[src/rtl/isp_tpg_source.sv]
// Test-pattern video source: frame timing plus bars/ramp/solid/checker RGB on a
// vsync/hsync/den stream. Outputs are registered one clock behind the counters.
module isp_tpg_source #(
  parameter int unsigned source_h = 1024,
  parameter int unsigned source_v = 1024,
  parameter int unsigned h_blank  = 64,
  parameter int unsigned v_blank  = 8
) (
  input  logic        clk,
  input  logic        reset_n,
  input  logic        enable,
  input  logic [1:0]  mode,
  input  logic [23:0] solid_rgb,
  output logic        out_vsync,
  output logic        out_hsync,
  output logic        out_den,
  output logic [7:0]  out_data_R,
  output logic [7:0]  out_data_G,
  output logic [7:0]  out_data_B,
  output logic        frame_start
);

  localparam int unsigned HTot = source_h + h_blank;
  localparam int unsigned VTot = source_v + v_blank;
  localparam int unsigned HW   = ($clog2(HTot) > 8) ? $clog2(HTot) : 8;
  localparam int unsigned VW   = ($clog2(VTot) > 8) ? $clog2(VTot) : 8;
  localparam int unsigned BarW = source_h / 8;
  localparam int unsigned BW   = ($clog2(BarW) > 0) ? $clog2(BarW) : 1;

  localparam logic [HW-1:0] HMax   = HW'(HTot - 1);
  localparam logic [VW-1:0] VMax   = VW'(VTot - 1);
  localparam logic [HW-1:0] HAct   = HW'(source_h);
  localparam logic [VW-1:0] VAct   = VW'(source_v);
  localparam logic [BW-1:0] BarMax = BW'(BarW - 1);

  typedef enum logic [0:0] {StIdle, StRun} state_e;

  state_e        state_q, state_d;
  logic [HW-1:0] h_cnt_q, h_cnt_d;
  logic [VW-1:0] v_cnt_q, v_cnt_d;
  logic [BW-1:0] bar_px_q, bar_px_d;
  logic [2:0]    bar_idx_q, bar_idx_d;
  logic [1:0]    mode_q;
  logic [23:0]   solid_q;

  logic        run, h_last, v_last, frame_first, active, vs_act;
  logic [1:0]  eff_mode;
  logic [23:0] eff_solid, pix;
  logic [7:0]  ramp_b, chk;

  assign run         = (state_q == StRun);
  assign h_last      = (h_cnt_q == HMax);
  assign v_last      = (v_cnt_q == VMax);
  assign frame_first = run && (h_cnt_q == '0) && (v_cnt_q == '0);
  assign vs_act      = run && (v_cnt_q < VAct);
  assign active      = vs_act && (h_cnt_q < HAct);

  // The first pixel of a frame must already use the values being latched.
  assign eff_mode  = frame_first ? mode : mode_q;
  assign eff_solid = frame_first ? solid_rgb : solid_q;

  always_comb begin
    state_d   = state_q;
    h_cnt_d   = '0;
    v_cnt_d   = '0;
    bar_px_d  = '0;
    bar_idx_d = '0;
    unique case (state_q)
      StIdle: begin
        if (enable) state_d = StRun;
      end
      StRun: begin
        if (h_last) begin
          v_cnt_d = v_last ? '0 : v_cnt_q + 1'b1;
          if (v_last && !enable) state_d = StIdle;
        end else begin
          h_cnt_d = h_cnt_q + 1'b1;
          v_cnt_d = v_cnt_q;
          if (bar_px_q == BarMax) begin
            bar_idx_d = bar_idx_q + 1'b1;
          end else begin
            bar_px_d  = bar_px_q + 1'b1;
            bar_idx_d = bar_idx_q;
          end
        end
      end
      default: state_d = StIdle;
    endcase
  end

  assign ramp_b = h_cnt_q[7:0] + v_cnt_q[7:0];
  assign chk    = (h_cnt_q[5] ^ v_cnt_q[5]) ? 8'd192 : 8'd64;

  always_comb begin
    pix = '0;
    unique case (eff_mode)
      // Bar colours fall out of the index bits: R=~b1, G=~b2, B=~b0.
      2'd0: pix = {{8{~bar_idx_q[1]}}, {8{~bar_idx_q[2]}}, {8{~bar_idx_q[0]}}};
      2'd1: pix = {h_cnt_q[7:0], v_cnt_q[7:0], ramp_b};
      2'd2: pix = eff_solid;
      2'd3: pix = {chk, chk, chk};
      default: pix = '0;
    endcase
  end

  always_ff @(posedge clk or negedge reset_n) begin
    if (!reset_n) begin
      state_q   <= StIdle;
      h_cnt_q   <= '0;
      v_cnt_q   <= '0;
      bar_px_q  <= '0;
      bar_idx_q <= '0;
      mode_q    <= '0;
      solid_q   <= '0;
    end else begin
      state_q   <= state_d;
      h_cnt_q   <= h_cnt_d;
      v_cnt_q   <= v_cnt_d;
      bar_px_q  <= bar_px_d;
      bar_idx_q <= bar_idx_d;
      if (frame_first) begin
        mode_q  <= mode;
        solid_q <= solid_rgb;
      end
    end
  end

  always_ff @(posedge clk or negedge reset_n) begin
    if (!reset_n) begin
      out_vsync   <= 1'b0;
      out_hsync   <= 1'b0;
      frame_start <= 1'b0;
      out_data_R  <= '0;
      out_data_G  <= '0;
      out_data_B  <= '0;
    end else begin
      out_vsync   <= vs_act;
      out_hsync   <= active;
      frame_start <= frame_first;
      {out_data_R, out_data_G, out_data_B} <= active ? pix : 24'h0;
    end
  end

  assign out_den = out_hsync;

endmodule
[config.mk]
export PLATFORM = sky130hd
export DESIGN_NAME = isp_tpg_source
export DESIGN_NICKNAME = d
export VERILOG_FILES = /design/src/rtl/isp_tpg_source.sv
export SDC_FILE = /design/constraint.sdc
export NUM_CORES = 1
export LEC_CHECK = 0
export BUFFER_PORTS_ARGS = -buffer_cell sky130_fd_sc_hd__buf_2
export CAP_MARGIN = 25
export CORE_ASPECT_RATIO = 0.6
export CORE_MARGIN = 5
export CORE_UTILIZATION = 57
export CTS_CLUSTER_SIZE = 8
export DETAILED_ROUTE_END_ITERATION = 12
export GPL_ROUTABILITY_DRIVEN = 0
export PLACE_DENSITY = 0.81
export SLEW_MARGIN = 0
export SYNTH_ARGS = -nofsm -noshare
export SYNTH_HDL_FRONTEND = slang
export SYNTH_SLANG_ARGS = --single-unit
[constraint.sdc]
create_clock -name clk -period 3.37 [get_ports clk]
set_input_delay 0.8425 -clock clk [delete_from_list [all_inputs] [get_ports clk]]
set_output_delay 0.8425 -clock clk [all_outputs]
set_load 0.1 [all_outputs]
==> impl_metrics.tcl, run 1 <==
set metrics [dict create \
    status "finished, final reports clean" \
    routedWlPerCell_um 17.5 \
    ys_async_sr_fraction 1.00 \
    setup_tns_ps 0 \
    path_max_fanout 17 \
    synth.distinct_cells 49 \
    path_class "reg2reg" \
    portBuffers 56 \
    rsz0062_at_grt "no" \
    hold_buffers 0 \
    cts_num_sinks 86 \
    syn_inst 411 \
    power_density_mw_per_mm2 474 \
    post_cts_buffers 0 \
    cts_tree "yes" \
    synth-edff-count 0 \
    tightest_slew_ps 778 \
    num_rows 24 \
    initial_utilization 0.585 \
    worstPathCellList "nor4_1, nand4_1, or2_1, mux2i_4, inv_4, mux2_2, o22ai_1" \
    grt_pass1_wl_mm 16.6 \
    dp_hpwl_mm 7.16 \
    core_mm2 0.00727 \
    synth.cell_area_mm2 0.00425 \
    drt-total-wl_mm 10.1 \
    avgSynthCellArea_um2 10.3 \
    antenna_found_initial 0 \
    clk_pin_slew_worst_paths_ps 60 \
    yosysSeqAreaShare 0.506 \
    path_buf_inv 1 \
    fillers 551 \
    r2r_cells 7 \
    required_ps 3630 \
    die_h_um 76.9 \
    ctsResizeCount 0 \
    clk_latency_ps 340 \
    antenna_left 0 \
    track_usage 0.228 \
    max_freq_ghz 0.320 \
    slew_viol_final 0 \
    finalSetupViolCount 0 \
    cap_viol_max_count 0 \
    hold_viol_final 0 \
    syn_nets 454 \
    leakagePower_nw 2.31 \
    synth.most_common_cell "dfrtp_1" \
    cp-start-kind "register" \
    synth_top_cell_area_share 0.506 \
    crit_family "simple AND/OR/NAND/NOR gates" \
    yosysTopAreaCell "dfrtp_1" \
    worstPathArrival_ps 3380 \
    worstReg2RegEnd "out_data_B[1]" \
    hp-class "in2async" \
    crit_path_top_delay_cell "nor4_1" \
    clockBufferDepth 2 \
    skew_ps 3.25 \
    dieArea_mm2 0.00935 \
    layout.nets 511 \
    synth_commonest_cells "dfrtp_1 (86), nor2_1 (45), nand2_1 (26), o21ai_0 (22), mux2_2 (21)" \
    synth_seq_cells 86 \
    dr.pass1.iters 5 \
    max_stage_delay_ps 720 \
    r2r_setup_slack_ps 250 \
    period_minus_slack_ps 3120 \
    final_layout_size_suffix_gt1_frac 0.227 \
    grt_max_degree 87 \
    clockRootBuffer "clkbuf_16" \
    drtIter0Drc 367 \
    r2r-start "h_cnt_q[6]" \
    htree_levels 3 \
    pin_count 57 \
    ys.flop_type "dfrtp_1" \
    grt_overflow 0 \
    holdWs_ps 442 \
    ir_worst_vdd_uv 287 \
    synthToLayoutAreaGrowth_pct 16.4 \
    grt_pass1_vias 3193 \
    route.detailed.drc 0 \
    diodes 0 \
    yosysWarnings 0 \
    fin_crit_sh 0.927 \
    relSlewSlack 0.476 \
    multi_input_area_mm2 0.00194 \
    viasPerCell 5.74 \
    register_area_mm2 0.00215 \
    endpoint_kind "register" \
    fp.dieW_um 122 \
    numCtsBuffers 9 \
    ys_top_cells_by_area "dfrtp_1 (51%), mux2_2 (5.6%), nor2_1 (4.0%)" \
    routed-via-count 3307 \
]
metrics by stage:
| step | cell area, µm² | setup WS [ps] | utilization | cells | power, mW |
|---|---|---|---|---|---|
| CTS | 4920 | 339 | 0.677 | 575 | 2.35 |
| finish | 4950 | 245 | 0.681 | 576 | 2.35 |
| floorplan | 4250 | 929 | - | 411 | 1.32 |
| global placement | 4630 | 482 | 0.637 | 560 | 1.39 |
| global route | 4950 | 31.3 | 0.681 | 576 | 2.43 |
| detailed placement | 4630 | 354 | 0.637 | 560 | 1.40 |
cell families after synthesis:
family,count (synthesis),synth area share
AOI/OAI and AO/OA,70,0.108
xor gates and xnor gates,23,0.0474
adders and majority gates,14,0.0430
buffers and inverters,36,0.0377
DFF,86,0.506
muxes,30,0.0797
and+or+nand+nor,152,0.178
per-layer routing:
metal	share of wire	vias up	wire length [µm]	track usage
met4	0.014	0	142	0.0682
met1	0.47	1595	4740	0.340
met2	0.43	135	4360	0.323
met5	0	-	0	0
met3	0.081	18	818	0.0640
li1	-	1559	-	-
worst max-delay path by stage:
stage | cells past startpoint | to | slack (ps) | start
2_1_floorplan | 10 | out_data_G[7] | 930 | run
3_3_place_gp | 7 | out_data_B[1] | 480 | h_cnt_q[6]
3_5_place_dp | 6 | out_data_R[2] | 350 | h_cnt_q[6]
4_1_cts | 7 | out_data_B[1] | 340 | h_cnt_q[6]
5_1_grt | 7 | out_data_G[4] | 30 | h_cnt_q[6]
6_report | 7 | out_data_B[1] | 250 | h_cnt_q[6]
flip-flops by register name (all words and copies together), names as in the netlist:
register	count
h_cnt_q	11
out_den	1
frame_start	1
bar_idx_q	3
solid_q	24
out_data_R	8
out_data_B	8
run	1
v_cnt_q	11
out_data_G	8
out_vsync	1
mode_q	2
bar_px_q	7
cell usage in the layout (no fill, tap or decap), drive strengths merged, types with 10 or more instances in the layout:
| master | synthesis | final |
|---|---|---|
| o41ai | 10 | 10 |
| mux2 | 21 | 21 |
| dfrtp | 86 | 86 |
| nand3 | 20 | 20 |
| o21ai | 24 | 24 |
| buf | 5 | 64 |
| xor2 | 11 | 11 |
| ha | 13 | 13 |
| nor2 | 45 | 45 |
| inv | 16 | 16 |
| nand2 | 26 | 26 |
| xnor2 | 12 | 12 |
| and3 | 18 | 18 |
area by class of cell:
type	instances	area share
clock inverter	6	0.0129
multi-input combinational	289	0.393
sequential	86	0.435
timing repair buffer	64	0.0733
inverter	18	0.0144
tap	104	0.0263
clock buffer	9	0.0455
power by group:
group / internal (mW) / leakage [nW] / switching (mW)
logic: 0.0657 / 1.13 / 0.235
registers: 1.07 / 1.05 / 0.0133
clock network: 0.568 / 0.137 / 0.396
Power figures use the tool's default switching activity.
==> inputs of run 2 (changes only) <==
Settings changed: CORE_ASPECT_RATIO 0.6 to not set, CTS_CLUSTER_DIAMETER set to 50.
==> impl_metrics.tcl, run 2 (synthesis results as in run 1) <==
set metrics [dict create \
    dp_hpwl_mm 6.83 \
    reg_top3 "solid_q x24, h_cnt_q x11, v_cnt_q x11" \
    synthToLayoutAreaGrowth_pct 13.2 \
    initial_utilization 0.586 \
    setup_tns_ps 0 \
    layout.nets 509 \
    dr.pass1.iters 4 \
    combPwrFrac 0.148 \
    required_ps 3640 \
    drt-total-wl_mm 9.46 \
    fillers 583 \
    finalSetupViolCount 0 \
    clockBufferDepth 2 \
    p_total_mw 2.02 \
    grt_pass1_vias 3166 \
    dp_cells 553 \
    mostFrequentLayoutCell "dfrtp_1" \
    grt_overflow 0 \
    r2r_cells 7 \
    core_mm2 0.00725 \
    holdWs_ps 296 \
    post_cts_buffers 0 \
    clkPwrFrac 0.317 \
    numCtsBuffers 9 \
    die_h_um 96.4 \
    routed-via-count 3255 \
    largest_reg_flops 24 \
    hold_buffers 0 \
    ctsResizeCount 0 \
    register_area_mm2 0.00215 \
    tightest_slew_ps 698 \
    skew_ps 14.0 \
    status "finished, final reports clean" \
    dieArea_mm2 0.00929 \
    slew_viol_final 0 \
    worstPathArrival_ps 3250 \
    drtIter0Drc 234 \
    leakagePower_nw 2.25 \
    postLayoutCoreUtil 0.663 \
    hp-class "in2async" \
    clk_latency_ps 360 \
    portBuffers 56 \
    cap_viol_max_count 0 \
    ir_worst_vdd_uv 273 \
    clockRootBuffer "clkbuf_8" \
    r2r_setup_slack_ps 380 \
    endpoint_kind "register" \
    rsz0062_at_grt "no" \
    viasPerCell 5.71 \
    antenna_left 0 \
    top_register "solid_q" \
    route.detailed.drc 0 \
    power_density_mw_per_mm2 420 \
    hold_viol_final 0 \
    grt_max_degree 87 \
    track_usage 0.220 \
    cts_tree "yes" \
    p_seq_frac 0.535 \
    period_minus_slack_ps 2990 \
    grt_pass1_wl_mm 15.6 \
    relSlewSlack 0.535 \
    p_sw_mw 0.615 \
    p_int_mw 1.40 \
    cts_num_sinks 86 \
    routedWlPerCell_um 16.6 \
    htree_levels 3 \
    r2r-start "h_cnt_q[6]" \
    diodes 0 \
    cp-start-kind "register" \
    max_freq_ghz 0.335 \
    fin_cells 570 \
    path_class "reg2reg" \
    final_layout_size_suffix_gt1_frac 0.223 \
    worstReg2RegEnd "out_data_B[1]" \
    pin_count 57 \
    fin_crit_sh 0.887 \
    num_rows 31 \
    path_max_fanout 17 \
    clk_pin_slew_worst_paths_ps 90 \
    layout_common_cells "dfrtp_1 (86), buf_2 (55), nor2_1 (44), nand2_1 (26), o21ai_0 (22)" \
    multi_input_area_mm2 0.00194 \
    antenna_found_initial 0 \
    switching_share 0.305 \
    fp.dieW_um 96.4 \
]
run 2: cell count changes in the layout (fill, tap and decap cells not counted), sizes merged:
cell,delta
bufinv,-1
inv,+1
clkbuf,+1
buf,-2
run 2: worst max-delay path by stage:
stage                     startpoint             to  slack (ps)  cells after the start
final                     h_cnt_q[6]  out_data_B[1]         380                      7
after global routing      v_cnt_q[1]  out_data_B[1]         130                      9
after CTS                        run  out_data_B[1]         400                      9
after detailed placement         run  out_data_G[5]         420                      8
after global placement    v_cnt_q[1]  out_data_B[1]         540                      9
after floorplan                  run  out_data_G[7]         930                     10
run 2: per-stage QoR:
step	worst slack (ps)	cell area, µm²
after global placement	538	4610
after floorplan	929	4250
after global routing	134	4810
final	382	4810
after CTS	399	4780
after detailed placement	420	4610
run 2: worst max-delay path, cell delays in order, from the launching register on:
cell and delay [ps]:
dfrtp_1 480, nor4_1 580, nand4_1 210, or2_1 510, mux2i_4 480, inv_4 170
mux2_2 310, o22ai_1 160
run 2: area by class of cell:
type / instances / share of cell area
clock buffer: 10 / 0.0265
clock inverter: 6 / 0.00962
inverter: 18 / 0.0148
multi-input combinational: 289 / 0.404
sequential: 86 / 0.447
tap: 99 / 0.0257
timing repair buffer: 62 / 0.0723
run 2: layer usage:
layer  share of wire  wire length [µm]  global-route usage
met5               0                 0                   0
met3           0.059               555              0.0635
met4           0.017               160              0.0771
met2            0.49              4630               0.349
met1            0.43              4110               0.290
run 2: power by group through the flow:
stage                     logic (mW)  clock network [mW]  registers, mW
after floorplan               0.0673                   0           1.25
after global routing           0.316               0.707           1.08
after detailed placement       0.296                   0           1.10
after CTS                      0.297               0.656           1.08
after global placement         0.292                   0           1.10
final                          0.299               0.641           1.08
==> inputs of run 3 (changes only) <==
Settings changed: CORE_ASPECT_RATIO set to 1.4, CORE_MARGIN 5 to not set.
==> impl_metrics.tcl, run 3 (synthesis results as in run 1) <==
set metrics [dict create \
    synthToLayoutAreaGrowth_pct 14.3 \
    routed-via-count 3289 \
    cts_tree "yes" \
    track_usage 0.267 \
    ctsResizeCount 0 \
    path_class "reg2reg" \
    layout.nets 513 \
    path_max_fanout 21 \
    num_rows 36 \
    diodes 0 \
    cp-start-kind "register" \
    grt_overflow 0 \
    route.detailed.drc 0 \
    largest_reg_flops 24 \
    grt_pass1_wl_mm 15.6 \
    layout_common_cells "dfrtp_1 (86), buf_2 (55), nor2_1 (45), nand2_1 (26), o21ai_0 (22)" \
    numCtsBuffers 9 \
    worstPathCellList "inv_2, or3_1, clkinv_2, nand4_1, or2_1, mux2i_4, inv_4, o41ai_1" \
    antenna_left 0 \
    tightest_slew_ps 551 \
    setup_tns_ps 0 \
    grt_pass1_vias 3302 \
    max_freq_ghz 0.365 \
    layout_setup_ws_ps 628 \
    leakagePower_nw 2.29 \
    relSlewSlack 0.630 \
    worstPathArrival_ps 2980 \
    fin_crit_sh 0.814 \
    grt-busiest-layer "met2" \
    pin_count 57 \
    die_h_um 104 \
    status "finished, final reports clean" \
    cap_viol_max_count 0 \
    cts_num_sinks 86 \
    endpoint_kind "register" \
    routedWlPerCell_um 16.3 \
    portBuffers 56 \
    hold_buffers 0 \
    fillers 569 \
    ir_worst_vdd_uv 279 \
    post_cts_buffers 0 \
    initial_utilization 0.601 \
    clockBufferDepth 2 \
    rsz0062_at_grt "no" \
    gr-usage-met1 0.327 \
    viasPerCell 5.77 \
    hold_viol_final 0 \
    max_stage_delay_ps 420 \
    mostFrequentLayoutCell "dfrtp_1" \
    period_minus_slack_ps 2740 \
    power_density_mw_per_mm2 436 \
    dieArea_mm2 0.00782 \
    finalSetupViolCount 0 \
    use_met3 0.0591 \
    clockRootBuffer "clkbuf_8" \
    skew_ps 8.43 \
    grt_use_met2 0.440 \
    clk_latency_ps 360 \
    htree_levels 3 \
    clk_pin_slew_worst_paths_ps 80 \
    final_layout_size_suffix_gt1_frac 0.229 \
    pre_cts_slack_ps 671 \
    crit_path_top_delay_cell "or3_1" \
    required_ps 3610 \
    hp-class "in2async" \
    reg_top3 "solid_q x24, h_cnt_q x11, v_cnt_q x11" \
    slew_viol_final 0 \
    dp_hpwl_mm 6.79 \
    dr.pass1.iters 5 \
    grt_max_degree 87 \
    antenna_found_initial 0 \
    drtIter0Drc 283 \
    drt-total-wl_mm 9.29 \
    fp.dieW_um 75 \
    core_mm2 0.00707 \
    top_register "solid_q" \
]
## run 3: path summary, 6_finish.rpt
check                                  from             to  slack [ps]  depth (start not counted)
worst max-delay path                    run  out_data_R[0]         630                          8
worst min-delay path                reset_n    solid_q[16]         460                          1
worst max register to register          run  out_data_R[0]         630                          8
worst min register to register  bar_px_q[0]    bar_px_q[0]         470                          1
max in group asynchronous           reset_n      mode_q[1]        2290                          2
min in group clk                bar_px_q[0]    bar_px_q[0]         470                          1
## run 3: per-stage QoR
step | power, mW | util | hold slack, ps | instances | instance area (µm²)
after floorplan | 1.32 | - | 432 | 411 | 4250
after global placement | 1.39 | 0.655 | 451 | 553 | 4630
after detailed placement | 1.40 | 0.655 | 460 | 553 | 4630
after CTS | 2.13 | 0.685 | 471 | 569 | 4840
after global routing | 2.20 | 0.688 | 486 | 570 | 4860
final | 2.12 | 0.688 | 457 | 570 | 4860
## run 3: where the power goes
part,total [mW],internal (mW),switching (mW)
logic,0.296,0.0648,0.232
registers,1.08,1.07,0.0125
clock network,0.744,0.383,0.361
total,2.12,1.51,0.605
## run 3: area by class of cell
cell class | count | area (µm²) | area share
multi-input combinational | 289 | 1940 | 0.399
sequential | 86 | 2150 | 0.443
tap | 95 | 119 | 0.0244
timing repair buffer | 66 | 370 | 0.0762
clock inverter | 5 | 57.6 | 0.0118
inverter | 18 | 71.3 | 0.0147
clock buffer | 11 | 151 | 0.0311
## run 3: per-layer routing
| layer | share of wire | up-vias |
|---|---|---|
| met5 | 0 | - |
| met4 | 0.036 | 0 |
| met3 | 0.052 | 22 |
| met2 | 0.52 | 107 |
| met1 | 0.40 | 1592 |
| li1 | - | 1568 |
## run 3: worst max-delay path: cells and delay by family, from the launching register on
kind	cells	cell delay, ps
multiplexers	1	420
AND/OR/NAND/NOR	3	900
flip-flops	1	380
AO/OA/AOI/OAI	1	420
buffers and inverters	3	470
